<file path="config.mk">
export PLATFORM = sky130hd
export DESIGN_NAME = mux_arb_nxw
export DESIGN_NICKNAME = d
export VERILOG_FILES = /design/src/rtl/mux_arb_nxw.sv
export SDC_FILE = /design/constraint.sdc
export NUM_CORES = 1
export LEC_CHECK = 0
export CAP_MARGIN = 20
export CORE_ASPECT_RATIO = 0.75
export CORE_UTILIZATION = 40
export DETAILED_ROUTE_END_ITERATION = 8
export GPL_TIMING_DRIVEN = 0
export PLACE_DENSITY = 0.82
export SYNTH_ARGS = -nofsm -noshare
export SYNTH_HDL_FRONTEND = slang
export SYNTH_SLANG_ARGS = --single-unit
</file>
<file path="constraint.sdc">
create_clock -name CLK -period 1.55 [get_ports CLK]
set_input_delay 0.2325 -clock CLK [delete_from_list [all_inputs] [get_ports CLK]]
set_output_delay 0.2325 -clock CLK [all_outputs]
set_load 0.02 [all_outputs]
</file>
<file path="src/rtl/mux_arb_nxw.sv">
// N-channel, W-bit registered selector with valid/ready handshakes.
// MODE=0 picks the channel named by S; MODE=1 arbitrates round-robin over requesters.
//
// Handshake: an input word moves when IN_VALID[i] & IN_READY[i] at a rising edge;
// an output word moves when OUT_VALID & OUT_READY at a rising edge. IN_READY never
// depends on IN_DATA, and no output register sees a combinational input path.
module mux_arb_nxw #(
  parameter int W    = 32,
  parameter int N    = 4,
  parameter int MODE = 0,
  localparam int SW  = (N > 1) ? $clog2(N) : 1
) (
  input  logic           CLK,
  input  logic           CLRN,
  input  logic [N*W-1:0] IN_DATA,
  input  logic [N-1:0]   IN_VALID,
  output logic [N-1:0]   IN_READY,
  input  logic [SW-1:0]  S,
  output logic [W-1:0]   OUT_DATA,
  output logic           OUT_VALID,
  input  logic           OUT_READY,
  output logic [SW-1:0]  OUT_SEL
);

  logic [W-1:0]  r_out_data;
  logic          r_out_valid;
  logic [SW-1:0] r_out_sel;
  logic [SW-1:0] r_last;

  logic          w_load;
  logic [N-1:0]  w_grant_dir;
  logic [SW-1:0] w_idx_dir;
  logic [N-1:0]  w_grant_rr;
  logic [SW-1:0] w_idx_rr;
  logic          w_rr_any;
  logic          w_found_hi;
  logic          w_found_lo;
  logic [SW-1:0] w_idx_hi;
  logic [SW-1:0] w_idx_lo;
  logic [N-1:0]  w_grant;
  logic [SW-1:0] w_idx;
  logic          w_any;
  logic [W-1:0]  w_gdata;

  assign w_load = ~r_out_valid | OUT_READY;

  // Directed select: an out-of-range S matches no channel and so never grants.
  always_comb begin
    w_grant_dir = '0;
    w_idx_dir   = '0;
    for (int i = 0; i < N; i++) begin
      if ((S == SW'(i)) && IN_VALID[i]) begin
        w_grant_dir[i] = 1'b1;
        w_idx_dir      = SW'(i);
      end
    end
  end

  // Circular search from last+1: lowest requester above last, else lowest at or below it.
  always_comb begin
    w_found_hi = 1'b0;
    w_found_lo = 1'b0;
    w_idx_hi   = '0;
    w_idx_lo   = '0;
    w_idx_rr   = '0;
    w_rr_any   = 1'b0;
    w_grant_rr = '0;
    for (int i = 0; i < N; i++) begin
      if (!w_found_hi && IN_VALID[i] && (SW'(i) > r_last)) begin
        w_found_hi = 1'b1;
        w_idx_hi   = SW'(i);
      end
      if (!w_found_lo && IN_VALID[i] && (SW'(i) <= r_last)) begin
        w_found_lo = 1'b1;
        w_idx_lo   = SW'(i);
      end
    end
    if (w_found_hi) begin
      w_idx_rr = w_idx_hi;
      w_rr_any = 1'b1;
    end else if (w_found_lo) begin
      w_idx_rr = w_idx_lo;
      w_rr_any = 1'b1;
    end
    for (int i = 0; i < N; i++) begin
      w_grant_rr[i] = w_rr_any && (w_idx_rr == SW'(i));
    end
  end

  assign w_grant = (MODE == 1) ? w_grant_rr : w_grant_dir;
  assign w_idx   = (MODE == 1) ? w_idx_rr   : w_idx_dir;
  assign w_any   = |w_grant;

  always_comb begin
    w_gdata = '0;
    for (int i = 0; i < N; i++) begin
      if (w_grant[i]) begin
        w_gdata = IN_DATA[i*W +: W];
      end
    end
  end

  // CLRN gates IN_READY so nothing is offered while the register is held in reset.
  assign IN_READY = w_grant & {N{w_load & CLRN}};

  always_ff @(posedge CLK or negedge CLRN) begin
    if (!CLRN) begin
      r_out_data  <= '0;
      r_out_valid <= 1'b0;
      r_out_sel   <= '0;
      r_last      <= SW'(N - 1);
    end else if (w_load) begin
      if (w_any) begin
        r_out_data  <= w_gdata;
        r_out_sel   <= w_idx;
        r_out_valid <= 1'b1;
        if (MODE == 1) begin
          r_last <= w_idx;
        end
      end else begin
        r_out_valid <= 1'b0;
      end
    end
  end

  assign OUT_DATA  = r_out_data;
  assign OUT_VALID = r_out_valid;
  assign OUT_SEL   = r_out_sel;

  a_ready_onehot: assert property (@(posedge CLK) disable iff (!CLRN)
    $onehot0(IN_READY));
  a_ready_needs_valid: assert property (@(posedge CLK) disable iff (!CLRN)
    ((IN_READY & ~IN_VALID) == '0));
  a_stall_hold: assert property (@(posedge CLK) disable iff (!CLRN)
    (OUT_VALID && !OUT_READY) |=> (OUT_VALID && $stable(OUT_DATA) && $stable(OUT_SEL)));
  a_sel_range: assert property (@(posedge CLK) disable iff (!CLRN)
    (int'(OUT_SEL) < N));

endmodule

</file>
* Word-level counts from Yosys, hierarchy flattened
Index checks and enable logic that the tools add are counted.
** Storage, ports and cells
- Register bits after elaboration :: 35
- Input port bits :: 137
- Output and inout bits :: 39
- Logic and storage cells :: 29
** Cells by class
- Equality and inequality tests :: 3
- Muxes and demuxes :: 12
- Bitwise gates (word level) :: 4
- Reduce and logical (&&, ||, !) cells :: 7
** Operators with widths (count)
- $mux 32 :: 4
- $mux 1 :: 6
- $and 4x4->4 :: 1
- $eq 2x2->1 const B :: 2
- $logic_and 1x1->1 :: 4
- $mux 2 :: 2
- $reduce_or 4->1 :: 1
- $eq 2x1->1 const B :: 1
- $logic_not 2->1 :: 1
- $reduce_and 2->1 :: 1
- $and 1x1->1 :: 1
- $not 1->1 :: 1
- $or 1x1->1 :: 1

* Longest topological paths before layout
- Word-level depth :: 7
- Mapped depth :: 6
- Mapped depth without buffers :: 3

* Least setup slack after synthesis
Ideal clock, no wire load.
- Path type :: reg-to-output
- Start point :: register r_out_valid, in the netlist OUT_VALID
- End point :: output IN_READY[0]
- Data arrival time :: 1857 ps
- Data required time :: 1317 ps
- Setup slack :: -540 ps
- Cell stages (with the launch flop) :: 6
- Path buffers :: 2
- Cell sequence :: dfrtp_1 -> nand2b_1 -> clkbuf_1 -> clkbuf_1 -> nand2_1 -> nor4b_1
** Between the ends
- Word-level cells in the longest chain between the ends :: 4
** RTL lines
- from (decl) :: RTL line 26 : logic r_out_valid;
- from (signal assigned) :: RTL line 109 : r_out_valid <= 1'b0;
- from (signal assigned) :: RTL line 116 : r_out_valid <= 1'b1;
- from (signal assigned) :: RTL line 121 : r_out_valid <= 1'b0;
- $not 1->1 :: RTL line 45 : assign w_load = ~r_out_valid | OUT_READY;
- $or 1x1->1 :: RTL line 45
- $and 1x1->1 :: RTL line 104 : assign IN_READY = w_grant & {N{w_load & CLRN}};
- $and 4x4->4 :: RTL line 104
- to (decl) :: RTL line 17 : output logic [N-1:0] IN_READY,
Every way passes these cells.

* Final worst setup path
Same ends and word-level chain as after synthesis.

==> metrics.md <==
| Metric | Value |
|---|---|
| Chip Width | about 110 um |
| GRT overflow | 0 |
| Final routed wire length divided by cell count | 20.25 um |
| Final critical delay including setup and external delays | 1724 ps |
| Worst hold slack | -96.68 ps |
| Clk Tree Root Cell | clkbuf_8 |
| CTS tree | built |
| Proportion of layout cells with a drive suffix above 1 | 10.69% |
| Count of vias placed by the detailed router | 3958 |
| Sequential fraction of the synthesis area | 26.45% |
| First-pass GRT wire length | a little over 20 mm |
| CP Data Required Time | between 1000 and 1500 ps |
| Filler cell count | 673 |
| # IOs | ~180 |
| Reg-to-reg endpoint | OUT_DATA[3] |
| Total nets after synthesis | 505 |
| Primary FF master, synth | dfrtp_1 |
| Count of antenna diodes in the layout | 0 |
| Worst Hold Class | input pin to asynchronous set/reset pin |
| Synth Area per Inst | approximately 9 sq um |
| Clock-pin slew on the worst setup and hold paths | roughly 70 ps |
| Die outline height | 80.81 um |
| Area Growth Syn to Fin | 63.01% |
| Number of distinct library cells after synthesis | 26 |
| Clock sink count | 35 |
| DP Wirelength | 9.941 mm |
| Max Fclk | 580.0 MHz |
| Std cell rows | 28 |
| Number of enable-type register cells in the synthesized netlist | 0 |
| Unrepaired setup endpoints after global routing | yes |
| Final core utilization | 67.89% |
| Critical Path Start Type | flip-flop |
| Start-to-end type of the worst setup path | flip-flop to output pin |
| Minimum setup slack in the final design | -174.3 ps |
| Hold violation total from the final report | 35 |
| Pin count of the biggest net entering global routing | 38 |
| Clock insertion delay at the later pin of the skew report | approximately 300 ps |
| Final worst clock skew | 6.248 ps |
| FF-to-FF setup slack | 60 ps |
| Final net count | 690 |
| Maximum vdd drop | 0.3619 mV |
| Arrival time reported for the critical path endpoint | 1490 ps |
| Total DRC errors in the routed layout | 0 |
| Core area | 7953 sq um |
| Max capacitance violation total | 0 |
| Number of antenna-violating nets in the routed design | 0 |
| Clock Path Buffers | 2 |
| Starting utilization of the core area | 41.65% |
| Run status | finished with violations |
| Fin area | 5399 sq um |
| Gate count of the mapped netlist | 368 |
| Critical Path End Type | output pin |
| Total length of routed wires | 13.31 mm |
| Average via count per standard cell | 6.024 |
| Count of synthesis-stage warnings from yosys | 0 |
| Power per Cell Area | 679.5 nW/um^2 |
| FF-to-FF Start | OUT_VALID |
| Total routing resource utilization after global routing | 30.90% |
| Number of pins with negative max-slew slack in the final report | 0 |
| Post-place instance area | 5223 sq um |
| Antenna violations before repair | 0 |
| Number of CTS-inserted buffers | 5 |
| Static power due to leakage | around 2.2 nW |
| RD Place Congestion | roughly 0.9 |
| Depth of the worst register-to-register path | 7 |
| Count of H-tree levels built during CTS | 2 |
| First-iteration detailed-routing DRC count | approximately 250 |
| Violations in the final reports | negative hold slack, negative setup slack |
| Post-layout total power | 3.669 mW |
| Rel. slew slack | 62.27% |
| Final number of setup-violating endpoints | 4 |
| Pin slew with the least headroom to its limit | 566.0 ps |
| Worst Path Max Fanout | 4 |
| Netlist area before placement | 3312 sq um |
| FFs w/ async S/R, synth | 100.0% |
| Port Buffers | roughly 170 |
| First-pass iteration count of the detailed router | 5 |
| Placement Setup Slack | -1442 ps |
| Fraction of the cycle the final worst path needs | 111.2% |
| Number of global-route vias before repair | 3923 |
| Area of the die | between 8000 and 9000 sq um |
| Post-synthesis register bit count | 35 |
-- layout by cell type (no fill, tap or decap), types with 2 or more instances in the layout --
cell               n
nand3_1            2
nor3b_1           32
dfrtp_1           34
buf_6              4
or4bb_1           30
nand4_1           32
a21boi_0          33
clkbuf_8           8
nand4bb_1          2
nor2_1             2
clkdlybuf4s50_1  160
clkbuf_1          28
and3b_1           32
nand4b_1          32
dlymetal6s2s_1     3
nand2_1            3
clkbuf_2          19
o21ai_0           32
a31o_1            29
nand2b_1           2
clkdlybuf4s15_2    3
buf_4             12
a31o_2             3
-- how the worst max path moves through the flow --
stage / from / end / slack [ps] / cells past startpoint
detailed placement: S[1] / IN_READY[2] / -1440 / 7
global placement: CLRN / IN_READY[0] / -1870 / 4
global route: OUT_VALID / IN_READY[0] / -210 / 5
CTS: OUT_VALID / IN_READY[0] / -210 / 6
floorplan: S[0] / OUT_SEL[1] / -8 / 5
finish: OUT_VALID / IN_READY[0] / -170 / 5
-- state kept, by name, summed over array words and instances, names as in the netlist --
register,flops
OUT_VALID,1
OUT_DATA,32
OUT_SEL,2
-- final cells by class --
cell class	count	area, sq um	share of cell area [%]
Clock buffer	6	72.57	1.344
Inverter	1	3.754	0.06952
Timing Repair Buffer	179	1769	32.77
Tap cell	105	131.4	2.433
Buffer	55	325.3	6.025
Multi-Input combinational cell	276	2220	41.11
Sequential cell	35	877.1	16.25
-- cell usage after synthesis (all sizes together) (2+ instances only) --
cell	count	share of area, %
nand4	32	6.0
a31o	32	8.5
o21ai	32	4.8
dfrtp	35	26
buf	5	1.7
clkbuf	51	5.8
nand3	2	0.30
a21boi	33	7.5
nor2	2	0.23
nand4bb	2	0.68
nand2	4	0.45
or4bb	30	10
nand4b	32	8.5
nand2b	3	0.57
and3b	32	8.5
nor3b	32	7.3
-- logic make-up after synthesis --
family | share of synthesized area, %
mux | 1.435
simple gates | 43.56
buf+inv | 7.593
flops | 26.45
compound gates | 20.97
-- critical path, stage by stage, from the launching register on --
cell and delay (ps):
dfrtp_2 420, nand2b_4 100, clkbuf_16 140, nand2_4 50, nor4b_4 300, buf_4 180
-- per-stage QoR --
step                      cells  setup TNS, ps
final                       657         -497.0
after global routing        657         -661.9
after CTS                   655         -525.6
after detailed placement    646         -29290
after global placement      646         -55900
after floorplan             368         -138.6
-- power by group --
part           internal, mW  total (mW)  switching [mW]
Sequential             1.09        1.19           0.101
Combinational          1.01        1.84           0.828
Clock                 0.300       0.642           0.343
-- timing repair --
item	CTS	global route
buffers inserted	3	3
endpoints found under the hold margin	35	35
setup endpoints to repair	39	40
gates cloned	0	0
pin swaps	4	1
gates resized for setup	57	14
-- per-layer routing --
metal,up-vias,track usage [%],routed length (um)
li1,1818,-,-
met1,1894,40.36,5678
met2,217,50.58,6119
met3,29,6.581,1234
met4,0,11.64,273
met5,-,0,0
Note: power is estimated with default switching activity, not from simulation.
